===== src/rtl/ptp_pkg.sv =====
// Shared definitions for the buffered paper tape punch: status word layout,
// motor sequencer states and the default IO bus device code.
package ptp_pkg;

  localparam logic [6:0] DEVCODE_DEF = 7'b001_000_0;

  localparam int ST_OVR    = 27;
  localparam int ST_FULL   = 28;
  localparam int ST_EMPTY  = 29;
  localparam int ST_B      = 30;
  localparam int ST_BUSY   = 31;
  localparam int ST_FLAG   = 32;
  localparam int ST_PIA_HI = 33;
  localparam int ST_PIA_LO = 35;

  typedef enum logic [1:0] {
    MOT_OFF,
    MOT_SPINUP,
    MOT_RUN,
    MOT_HOLD
  } mot_state_t;

  function automatic int max2(input int a, input int b);
    return (a > b) ? a : b;
  endfunction

endpackage


===== src/rtl/ptp_buf_fifo.sv =====
// Character FIFO between the IO bus DATAO path and the punch front end.
// A flush empties it in one cycle; storage itself is never reset.
module chr_fifo #(
  parameter int DEPTH  = 4,
  parameter int CHAR_W = 8
) (
  input  logic                     clk,
  input  logic                     reset,
  input  logic                     flush,
  input  logic                     push,
  input  logic                     pop,
  input  logic [CHAR_W-1:0]        din,
  output logic [CHAR_W-1:0]        dout,
  output logic                     full,
  output logic                     empty,
  output logic [$clog2(DEPTH):0]   count
);

  localparam int AW = $clog2(DEPTH);

  logic [CHAR_W-1:0] mem [DEPTH];
  logic [AW-1:0]     rd_ptr;
  logic [AW-1:0]     wr_ptr;
  logic              do_push;
  logic              do_pop;

  assign full    = (count == (AW+1)'(DEPTH));
  assign empty   = (count == '0);
  assign do_push = push & ~full & ~flush;
  assign do_pop  = pop & ~empty & ~flush;
  assign dout    = mem[rd_ptr];

  always_ff @(posedge clk or posedge reset) begin
    if (reset) begin
      rd_ptr <= '0;
      wr_ptr <= '0;
      count  <= '0;
    end else if (flush) begin
      rd_ptr <= '0;
      wr_ptr <= '0;
      count  <= '0;
    end else begin
      if (do_push) wr_ptr <= wr_ptr + AW'(1);
      if (do_pop)  rd_ptr <= rd_ptr + AW'(1);
      case ({do_push, do_pop})
        2'b10:   count <= count + (AW+1)'(1);
        2'b01:   count <= count - (AW+1)'(1);
        default: count <= count;
      endcase
    end
  end

  always_ff @(posedge clk) begin
    if (do_push) mem[wr_ptr] <= din;
  end

endmodule


===== src/rtl/ptp_buf.sv =====
// Buffered paper tape punch: IO bus decode, CONO/DATAO registers, character
// FIFO, motor sequencer and the Avalon-style request/read handshake.
module ptp_buf
  import ptp_pkg::*;
#(
  parameter logic [6:0] DEVCODE     = DEVCODE_DEF,
  parameter int         DEPTH       = 4,
  parameter int         CHAR_W      = 8,
  parameter int         SPEED_DLY   = 5000,
  parameter int         CHAR_PERIOD = 800,
  parameter int         IDLE_HOLD   = 20000
) (
  input  logic              clk,
  input  logic              reset,
  input  logic              iobus_iob_poweron,
  input  logic              iobus_iob_reset,
  input  logic              iobus_datao_clear,
  input  logic              iobus_datao_set,
  input  logic              iobus_cono_clear,
  input  logic              iobus_cono_set,
  input  logic              iobus_iob_fm_datai,
  input  logic              iobus_iob_fm_status,
  input  logic [3:9]        iobus_ios,
  input  logic [0:35]       iobus_iob_in,
  output logic [1:7]        iobus_pi_req,
  output logic [0:35]       iobus_iob_out,
  input  logic              key_tape_feed,
  output logic [CHAR_W-1:0] ptp_ind,
  output logic [8:0]        status_ind,
  input  logic              s_read,
  output logic [31:0]       s_readdata,
  output logic              fe_data_rq
);

  localparam int CW    = $clog2(DEPTH) + 1;
  localparam int MOT_W = $clog2(max2(SPEED_DLY, IDLE_HOLD) + 1);
  localparam int DIV_W = $clog2(CHAR_PERIOD + 1);

  logic              sel;
  logic [4:0]        lvl_p0;
  logic [4:0]        lvl_p1;
  logic [4:0]        ev_p0;
  logic              ev_dclr, ev_dset, ev_cclr, ev_cset, ev_iorst;
  logic              clr;

  logic [2:0]        pia;
  logic              flag, busy, b, ovr;

  logic [CHAR_W-1:0] chr_in;
  logic [CHAR_W-1:0] fifo_din;
  logic [CHAR_W-1:0] fifo_dout;
  logic              fifo_full, fifo_empty;
  logic [CW-1:0]     fifo_count;
  logic              push, pop, accept;

  mot_state_t        mot_state;
  logic [MOT_W-1:0]  mot_cnt;
  logic [DIV_W-1:0]  div_cnt;
  logic              tick, speed, demand;
  logic              unused_ok;

  assign sel = (iobus_ios == DEVCODE);

  // Stage p0: qualified bus levels; p1: their registered copies for edge detection
  always_comb begin
    lvl_p0 = {sel & iobus_datao_clear, sel & iobus_datao_set,
              sel & iobus_cono_clear,  sel & iobus_cono_set,
              iobus_iob_reset | ~iobus_iob_poweron};
  end

  always_ff @(posedge clk or posedge reset) begin
    if (reset) lvl_p1 <= '0;
    else       lvl_p1 <= lvl_p0;
  end

  assign ev_p0 = lvl_p0 & ~lvl_p1;
  assign {ev_dclr, ev_dset, ev_cclr, ev_cset, ev_iorst} = ev_p0;
  assign clr = ev_cclr | ev_iorst;

  assign chr_in   = iobus_iob_in[36-CHAR_W:35];
  assign fifo_din = b ? {2'b10, chr_in[CHAR_W-3:0]} : chr_in;
  assign accept   = s_read & fe_data_rq & ~clr;
  assign pop      = accept & ~fifo_empty;
  assign push     = ev_dset & ~fifo_full;

  chr_fifo #(
    .DEPTH  (DEPTH),
    .CHAR_W (CHAR_W)
  ) u_fifo (
    .clk   (clk),
    .reset (reset),
    .flush (clr),
    .push  (push),
    .pop   (pop),
    .din   (fifo_din),
    .dout  (fifo_dout),
    .full  (fifo_full),
    .empty (fifo_empty),
    .count (fifo_count)
  );

  // Later assignments win: a CONO/DATAO set overrides the idle busy clear
  always_ff @(posedge clk or posedge reset) begin
    if (reset) begin
      pia        <= '0;
      flag       <= 1'b0;
      busy       <= 1'b0;
      b          <= 1'b0;
      ovr        <= 1'b0;
      fe_data_rq <= 1'b0;
    end else if (clr) begin
      pia        <= '0;
      flag       <= 1'b0;
      busy       <= 1'b0;
      b          <= 1'b0;
      ovr        <= 1'b0;
      fe_data_rq <= 1'b0;
    end else begin
      if (fifo_empty && !fe_data_rq) busy <= 1'b0;
      if (accept) begin
        fe_data_rq <= 1'b0;
        flag       <= 1'b1;
      end else if (tick && (!fifo_empty || key_tape_feed)) begin
        fe_data_rq <= 1'b1;
      end
      if (ev_dclr) flag <= 1'b0;
      if (ev_dset) begin
        busy <= 1'b1;
        if (fifo_full) ovr <= 1'b1;
      end
      if (ev_cset) begin
        pia <= iobus_iob_in[33:35];
        if (iobus_iob_in[32]) flag <= 1'b1;
        if (iobus_iob_in[31]) busy <= 1'b1;
        if (iobus_iob_in[30]) b    <= 1'b1;
        if (iobus_iob_in[29]) ovr  <= 1'b0;
      end
    end
  end

  assign demand = busy | key_tape_feed;
  assign speed  = (mot_state == MOT_RUN);

  always_ff @(posedge clk or posedge reset) begin
    if (reset) begin
      mot_state <= MOT_OFF;
      mot_cnt   <= '0;
    end else begin
      case (mot_state)
        MOT_OFF: begin
          mot_cnt <= '0;
          if (demand) mot_state <= MOT_SPINUP;
        end
        MOT_SPINUP: begin
          if (mot_cnt == MOT_W'(SPEED_DLY - 1)) begin
            mot_state <= MOT_RUN;
            mot_cnt   <= '0;
          end else begin
            mot_cnt <= mot_cnt + MOT_W'(1);
          end
        end
        MOT_RUN: begin
          mot_cnt <= '0;
          if (!demand) mot_state <= MOT_HOLD;
        end
        MOT_HOLD: begin
          if (demand) begin
            mot_state <= MOT_RUN;
            mot_cnt   <= '0;
          end else if (mot_cnt == MOT_W'(IDLE_HOLD - 1)) begin
            mot_state <= MOT_OFF;
            mot_cnt   <= '0;
          end else begin
            mot_cnt <= mot_cnt + MOT_W'(1);
          end
        end
        default: begin
          mot_state <= MOT_OFF;
          mot_cnt   <= '0;
        end
      endcase
    end
  end

  // The punch divider only runs at speed, so the first request lands a full period into RUN
  always_ff @(posedge clk or posedge reset) begin
    if (reset)                                  div_cnt <= '0;
    else if (!speed)                            div_cnt <= '0;
    else if (div_cnt == DIV_W'(CHAR_PERIOD - 1)) div_cnt <= '0;
    else                                        div_cnt <= div_cnt + DIV_W'(1);
  end

  assign tick = speed && (div_cnt == DIV_W'(CHAR_PERIOD - 1));

  always_comb begin
    iobus_iob_out = '0;
    if (sel && iobus_iob_fm_status) begin
      iobus_iob_out[ST_OVR]              = ovr;
      iobus_iob_out[ST_FULL]             = fifo_full;
      iobus_iob_out[ST_EMPTY]            = fifo_empty;
      iobus_iob_out[ST_B]                = b;
      iobus_iob_out[ST_BUSY]             = busy;
      iobus_iob_out[ST_FLAG]             = flag;
      iobus_iob_out[ST_PIA_HI:ST_PIA_LO] = pia;
    end
  end

  always_comb begin
    iobus_pi_req = '0;
    for (int i = 1; i <= 7; i++) iobus_pi_req[i] = flag && (pia == 3'(i));
  end

  always_comb begin
    s_readdata = '0;
    if (fe_data_rq && !fifo_empty) s_readdata[CHAR_W-1:0] = fifo_dout;
  end

  assign ptp_ind    = fifo_empty ? '0 : fifo_dout;
  assign status_ind = {ovr, fifo_full, speed, b, busy, flag, pia};
  assign unused_ok  = &{1'b0, iobus_iob_fm_datai, iobus_iob_in, fifo_count};

endmodule


===== config.mk =====
export PLATFORM = sky130hd
export DESIGN_NAME = ptp_buf
export DESIGN_NICKNAME = d
export VERILOG_FILES = /design/src/rtl/ptp_pkg.sv /design/src/rtl/ptp_buf_fifo.sv /design/src/rtl/ptp_buf.sv
export SDC_FILE = /design/constraint.sdc
export NUM_CORES = 1
export LEC_CHECK = 0
export ABC_AREA = 0
export CAP_MARGIN = 25
export CORE_MARGIN = 2
export CORE_UTILIZATION = 40
export CTS_BUF_LIST = sky130_fd_sc_hd__clkbuf_2
export DETAILED_ROUTE_END_ITERATION = 6
export MAX_ROUTING_LAYER = met4
export PLACE_DENSITY_LB_ADDON = 0.08
export SYNTH_ARGS = -nofsm -noshare
export SYNTH_HDL_FRONTEND = slang
export SYNTH_SLANG_ARGS = --single-unit

===== constraint.sdc =====
create_clock -name clk -period 6.4 [get_ports clk]
set_input_delay 1.28 -clock clk [delete_from_list [all_inputs] [get_ports clk]]
set_output_delay 1.28 -clock clk [all_outputs]
set_load 0.02 [all_outputs]

# Yosys cells after proc, flatten, opt, wreduce, memory -nomap -nowiden
# Memory sizes are Yosys's and may differ from the RTL's.
# Cells that the tools add are included.
[word_totals]
regBits = 47
mem_bits_rw = 32
input_bits = 55
output_inout_bits = 93
elab_cells = 135
mem_count = 1
[classes]
addsub = 6
n_eq_ne = 21
n_mux = 47
n_bitwise = 21
n_reduce_logical = 26
[mem_list]
columns = ["name", "words", "word_bits", "read_ports", "rd_ports_with_merged_regs", "wr", "line_no", "source"]
rows = [
  ["u_fifo.mem", 4, 8, 1, 0, 1, "ptp_buf_fifo.sv:21", "logic [CHAR_W-1:0] mem [DEPTH];"],
]
[ops]
columns = ["op", "n"]
rows = [
  ["$mux W15", 3],
  ["$pmux W15 S3", 1],
  ["$mux W8", 3],
  ["$mux W1", 23],
  ["$mux W10", 2],
  ["$mux W2", 9],
  ["$add A15 B1 Y15 const B", 1],
  ["$eq A15 B13 Y1 const B", 1],
  ["$eq A15 B15 Y1 const B", 1],
  ["$eq A3 B3 Y1 const B", 5],
  ["$and A1 B1 Y1", 12],
  ["$logic_and A1 B1 Y1", 12],
  ["$add A10 B1 Y10 const B", 1],
  ["$eq A10 B10 Y1 const B", 1],
  ["$mux W3", 3],
  ["$mux W9", 1],
  ["$pmux W2 S4", 1],
  ["$reduce_bool A2 Y1", 4],
  ["$eq A7 B5 Y1 const B", 1],
  ["$eq A2 B2 Y1 const B", 3],
  ["$eq A3 B2 Y1 const B", 2],
  ["$ne A2 B2 Y1 const B", 3],
  ["$pmux W3 S2", 1],
  ["$reduce_bool A3 Y1", 2],
  ["17 further kinds", 25],
]

# Logic depth before layout (Yosys ltp)
# Gate-level depths: netlist (run 1).
[logic_depth]
ltp_word = 12
ltp_mapped = 7

# By module
# Synthesis (run 1) repeated with hierarchy kept, for this count alone.
[unflattened]
hier_cells = 397
hier_area_um2 = 4291.6
[modules_own_cells]
columns = ["module", "instances", "cells_each", "area_per_inst_um2"]
rows = [
  ["ptp_buf", 1, 290, 2580.0],
  ["chr_fifo", 1, 107, 1711.6],
]

# Worst setup path after synthesis (run 1)
# No wires, ideal clock.
[synth_timing]
path_type = "in2out"
start = "in iobus_ios[8] (netlist name)"
end = "out iobus_iob_out[28] (netlist name)"
t_arrival_ns = 2.566
path_slack_ns = 2.554
stages = 4
path_buffers = 0
path_cell_list = "or4_4 nor2_1 nand2_1 nor2_1"
[synth_via]
elab_chain_cells = 3
[synth_rtl]
columns = ["element", "line_no", "source"]
rows = [
  ["start, declared", "ptp_buf.sv:23", "input logic [3:9] iobus_ios,"],
  ["$eq A7 B5 Y1", "ptp_buf.sv:62", "assign sel = (iobus_ios == DEVCODE);"],
  ["$logic_and A1 B1 Y1", "ptp_buf.sv:197", "if (sel && iobus_iob_fm_status) begin"],
  ["$mux W9", "ptp_buf.sv:197", ""],
  ["end, declared", "ptp_buf.sv:26", "output logic [0:35] iobus_iob_out,"],
]
# Every way passes these cells.

# Worst setup path in the final report (run 1)
[layout_timing]
start = "in iobus_ios[8] (netlist name)"
end = "out iobus_iob_out[29] (netlist name)"
# Same word-level chain as after synthesis.

==> results of run 1 <==
## power by group through the flow
stage | Sequential (mW) | Clock, mW | Combinational, mW
floorplan | 0.544 | 0 | 0.0744
global placement | 0.545 | 0 | 0.0776
detailed placement | 0.545 | 0 | 0.0800
CTS | 0.535 | 0.297 | 0.0802
global route | 0.537 | 0.314 | 0.0885
finish | 0.535 | 0.285 | 0.0795
## routing by layer
metal,vias to the layer above,global-route usage,part of all wire
li1,1348,-,-
met1,1354,0.210,0.48
met2,84,0.237,0.47
met3,9,0.0243,0.041
met4,0,0.0557,0.013
met5,-,-,0
## sequential cells by signal (all words and copies together), names as in the netlist, 2 cells and up
name and count:
div_cnt 10, lvl_p1 5, mot_cnt 15, mot_state 2
pia 3, u_fifo.count 3, u_fifo.mem 32, u_fifo.rd_ptr 2
u_fifo.wr_ptr 2
## worst paths after layout
path	endpoint	slack (ps)	cells past startpoint
min reg2reg	mot_cnt[0]	480	1
min	mot_cnt[0]	480	1
max reg2reg	u_fifo.count[2]	4170	6
max	iobus_iob_out[29]	1490	6
max in group asynchronous	lvl_p1[0]	4960	3
min in group asynchronous	div_cnt[8]	960	2
## per-stage QoR
step / cell area, um^2 / util / cells / hold slack (ps) / setup WS [ps]
2_1_floorplan: 4420 / - / 429 / 430 / 2550
3_3_place_gp: 4800 / 0.467 / 569 / 445 / 1540
3_5_place_dp: 4820 / 0.469 / 570 / 457 / 1520
4_1_cts: 4940 / 0.481 / 586 / 483 / 1510
5_1_grt: 4940 / 0.481 / 586 / 520 / 1410
6_report: 4940 / 0.481 / 586 / 482 / 1490
## cells in the final DEF, fill, tap and decap left out, types with 8 or more instances in the layout
master / synthesis / layout
dfrtp_1: 47 / 47
and2_1: 13 / 13
edfxtp_1: 32 / 32
and3_1: 21 / 21
clkdlybuf4s50_1: 0 / 67
inv_1: 11 / 10
mux4_2: 8 / 8
nand2b_1: 9 / 9
xnor2_1: 16 / 16
clkbuf_2: 0 / 9
nor2_1: 41 / 41
mux2i_1: 8 / 8
conb_1: 1 / 51
nand2_1: 18 / 18
## cells by family after synthesis
kind of cell	after synthesis	share of synthesized area
compound gates	24	0.0388
xor+xnor	23	0.0476
fa+ha+maj	7	0.0225
buf+inv	75	0.120
flops	79	0.505
mux	16	0.0616
other cells	1	0.000887
simple gates	154	0.204
## cell type report
class / count / area [um^2]
Fill cell: 995 / 5330
Sequential cell: 79 / 2140
Multi-Input combinational cell: 275 / 1770
Timing Repair Buffer: 69 / 698
Tap cell: 136 / 170
Clock inverter: 7 / 80.1
Clock buffer: 9 / 45.0
Inverter: 11 / 41.3
==> impl_results.md, run 1 <==
- Final antenna-violating net count: 0
- Clk sinks: 79
- Routability cong.: 0.733
- Crit end category: output port
- Vias/cell: 4.77
- Critical path type: input port to output port
- Critical path buffer and inverter count: 2
- Internal power: 0.651 mW
- Clock power frac: 0.317
- Top cell type's share of synthesized area: 0.278
- Slowest stage cell, crit path: clkdlybuf4s50_1
- Layout overhead on the synthesized area: 17.0%
- Leak Pwr: 2.02 nW
- Power per cell area: 182 nW/um^2
- Layout Nets: 507
- RSZ-0062 raised after global routing: false
- Max Fclk: 204 MHz
- Share of post-route cells with drive strength above 1: 0.0933
- Skew-Pair Late Insertion Delay: 520 ps
- Starting DRT DRC Count: 96
- Tcrit/Tclk final: 0.766
- DR pass1 iterations: 4
- Mapped cell area: 4230 um^2
- Reg2reg start: u_fifo.count[0]
- Slew @ Worst Pin: 735 ps
- Setup crit start kind: input port
- Final setup viols: 0
- Syn Area/Cell: 11.2 um^2
- Top cells by area, synth: dfrtp_1 (28%), edfxtp_1 (23%), buf_4 (10%)
- Die Ht: 107 um
- CP top delay family: simple AND/OR/NAND/NOR gates
- Largest net degree at the start of global routing: 38
- Min-Delay Startpoint: mot_cnt[0]
- Vias in the first global route: 2601
- Post-cts resize count: 0
- Seq/Total Area, Yosys: 0.505
- Post-synth ARST share: 0.595
- Starting density of the core: 0.411
- CP Data Required Time: 5120 ps
- First-pass GRT wire length: 13300 um
- Post-cts hold buffer count: 0
- Number of synthesized register bits: 79
- Top post-synthesis cells by count: buf_4 (57), dfrtp_1 (47), nor2_1 (41), edfxtp_1 (32), and3_1 (21)
- Top-count cell post-synth: buf_4
- H-tree depth: 3
- TritonCTS Buffers: 9
- CTS tree: done
- WP data arrival: 3630 ps
- Worst Hold Class: flip-flop to flip-flop
- Layout Skew: 23.7 ps
- Vias: 2795
- Final hold vios: 0
- Sw power: 0.249 mW
- Post-CTS setup buffer count: 0
- Run status: complete, no violations
- Die area: 11400 um^2
- Synthesized instance count: 379
- Origin of the worst setup path: iobus_ios[8]
- Predominant post-synthesis flop cell: dfrtp_1
- Tot GR Track Use: 0.155
- Die extent in x: 107 um
- Total gr overflow: 0
- Std cell rows: 37
- Clock slew at reported path FFs: 220 ps
- Root Driver: clkbuf_2
- HPWL after DPL: 5930 um
- Antenna violations before repair: 0
- DRC viols: 0
- Unique cell type count in the Yosys netlist: 51
- Yosys top cell by area: dfrtp_1
- Input/output buffers: 67
- Slew Limit Fails: 0
- N_diodes: 0
- Maximum VDD drop: 116 uV
- Final setup TNS: 0 ps
- DR WL/cell: 13.9 um
- Boundary pin count: 148
- Slew margin rel.: 0.505
- Final Total Pwr: 0.900 mW
- CTS Buffer Depth: 2
- CP Cell Sequence: clkdlybuf4s50_1 -> or4_4 -> nor2_1 -> nand2_1 -> nor2_1 -> clkdlybuf4s50_1
- Comb pwr share: 0.088
- Core footprint: 10300 um^2
- Worst path max stage delay: 630 ps
- Max FO, Critical Path: 10
- Synth warn: 0
- Post-Route WL: 8170 um
- Max_cap viols: 0
- Post-synth EDFFs: 32
- Final worst path period need: 4910 ps
- Sequential power share: 0.595
- Sw Share: 0.276
No activity file was read; power rests on OpenSTA's default activity.
==> run 2: changes to the inputs <==
- clock period: 6.4 -> 4.2 ns (I/O delays scaled with it)
==> impl_results.md, run 2 (synthesis gave the netlist of run 1 again) <==
- Input/output buffers: 67 (unchanged)
- Starting density of the core: 0.411 (unchanged)
- Biggest regs: u_fifo.mem: 32 flops, mot_cnt: 15 flops, div_cnt: 10 flops
- Final antenna-violating net count: 0 (unchanged)
- Clk sinks: 79 (unchanged)
- Share of post-route cells with drive strength above 1: 0.0993 (+0.00600)
- Max Fclk: 265 MHz
- Run status: complete, no violations
- Antenna violations before repair: 0 (unchanged)
- Total gr overflow: 0 (unchanged)
- Post-cts resize count: 0 (unchanged)
- Post-CTS setup buffer count: 0 (unchanged)
- Final worst path period need: 3770 ps
- Critical path type: input port to output port
- Vias in the first global route: 2631 (+1.2%)
- Final hold vios: 0 (unchanged)
- RSZ-0062 raised after global routing: false
- Maximum VDD drop: 147 uV (+27%)
- HPWL after DPL: 5970 um (+0.70%)
- Power per cell area: 273 nW/um^2 (+50%)
- Die Ht: 107 um (unchanged)
- Boundary pin count: 148 (unchanged)
- Worst setup margin: 428 ps (-1070 ps)
- Max FO, Critical Path: 10 (unchanged)
- Tcrit/Tclk final: 0.898
- Worst slack, placed: 418 ps (-1100 ps)
- Post-Route WL: 8220 um (+0.62%)
- Clock slew at reported path FFs: 210 ps (about the same)
- DR WL/cell: 14.0 um (+0.11%)
- WP data arrival: 2930 ps (-700 ps)
- CTS Buffer Depth: 2 (unchanged)
- Post-route cell area: 4960 um^2 (+0.35%)
- Final setup TNS: 0 ps (unchanged)
- Skew-Pair Late Insertion Delay: 530 ps (about the same)
- Max_cap viols: 0 (unchanged)
- Setup crit start kind: input port
- Most frequent cells in the layout: clkdlybuf4s50_1 (67), conb_1 (51), dfrtp_1 (47)
- Crit end category: output port
- Final Total Pwr: 1.35 mW (+50%)
- DRC viols: 0 (unchanged)
- Slew margin rel.: 0.503 (-0.00184)
- DP Area: 4820 um^2 (about the same)
- Routability cong.: 0.731 (-0.30%)
- Slew @ Worst Pin: 733 ps (-2.05 ps)
- CP Data Required Time: 3360 ps (-1760 ps)
- Leak Pwr: 2.03 nW (+0.51%)
- H-tree depth: 3 (unchanged)
- Layout overhead on the synthesized area: 17.4%
- Root Driver: clkbuf_2
- Most common cell after layout, fill and taps aside: clkdlybuf4s50_1
- Largest net degree at the start of global routing: 48 (+26%)
- Worst Hold Class: flip-flop to flip-flop
- Core footprint: 10300 um^2 (unchanged)
- Die extent in x: 107 um (unchanged)
- Tot GR Track Use: 0.156 (+0.00124)
- Vias: 2786 (-0.32%)
- Die area: 11400 um^2 (unchanged)
- Slew Limit Fails: 0 (unchanged)
- Most flop-heavy register: u_fifo.mem
- TritonCTS Buffers: 9 (unchanged)
- Post-cts hold buffer count: 0 (unchanged)
- First-pass GRT wire length: 13300 um (-0.26%)
- CTS tree: done
- Largest register FFs: 32 (unchanged)
- Vias/cell: 4.73 (-0.83%)
- DR pass1 iterations: 4 (unchanged)
- Std cell rows: 37 (unchanged)
- Final setup viols: 0 (unchanged)
- Layout Skew: 24.0 ps (+0.309 ps)
- Starting DRT DRC Count: 135 (+41%)
- N_diodes: 0 (unchanged)
- Layout Nets: 510 (+0.59%)
[run 2: metrics by stage]
stage	utilization	hold WS, ps	cells
detailed placement	0.469	452	572
finish	0.483	475	589
CTS	0.481	477	588
floorplan	-	430	429
global placement	0.469	445	572
global route	0.483	472	589
[run 2: report_power, final]
group | switching, mW | internal [mW] | total, mW
sequential | 0.00579 | 0.810 | 0.816
combinational | 0.0827 | 0.0384 | 0.121
clock | 0.275 | 0.142 | 0.417
[run 2: per-layer routing]
layer | share of wire | global-route usage | vias up
li1 | - | - | 1355
met1 | 0.48 | 0.211 | 1330
met2 | 0.46 | 0.234 | 93
met3 | 0.047 | 0.0310 | 8
met4 | 0.011 | 0.0584 | 0
met5 | 0 | - | -
[run 2: path summary, 6_finish.rpt]
check | start | end | slack [ps] | depth (start not counted)
max in group asynchronous | reset | mot_cnt[5] | 3240 | 3
max | iobus_ios[8] | iobus_iob_out[29] | 430 | 7
min reg2reg | mot_cnt[0] | mot_cnt[0] | 470 | 1
max reg2reg | u_fifo.count[0] | u_fifo.count[2] | 1900 | 6
min in group asynchronous | reset | mot_cnt[12] | 500 | 2
min | mot_cnt[0] | mot_cnt[0] | 470 | 1
[run 2: layout make-up]
class                           count  area (um^2)
Inverter                           11         41.3
Clock inverter                      6         70.1
Sequential cell                    79         2140
Multi-Input combinational cell    275         1770
Clock buffer                       10         50.0
Timing Repair Buffer               72          721
Fill cell                        1006         5320
Tap cell                          136          170
[run 2: worst max-delay path, cell delays in order]
cell and delay, ps:
clkdlybuf4s50_1 420, or4_4 590, nor2_1 130, buf_4 160, nand2_1 70, nor2_1 90
clkdlybuf4s50_1 630
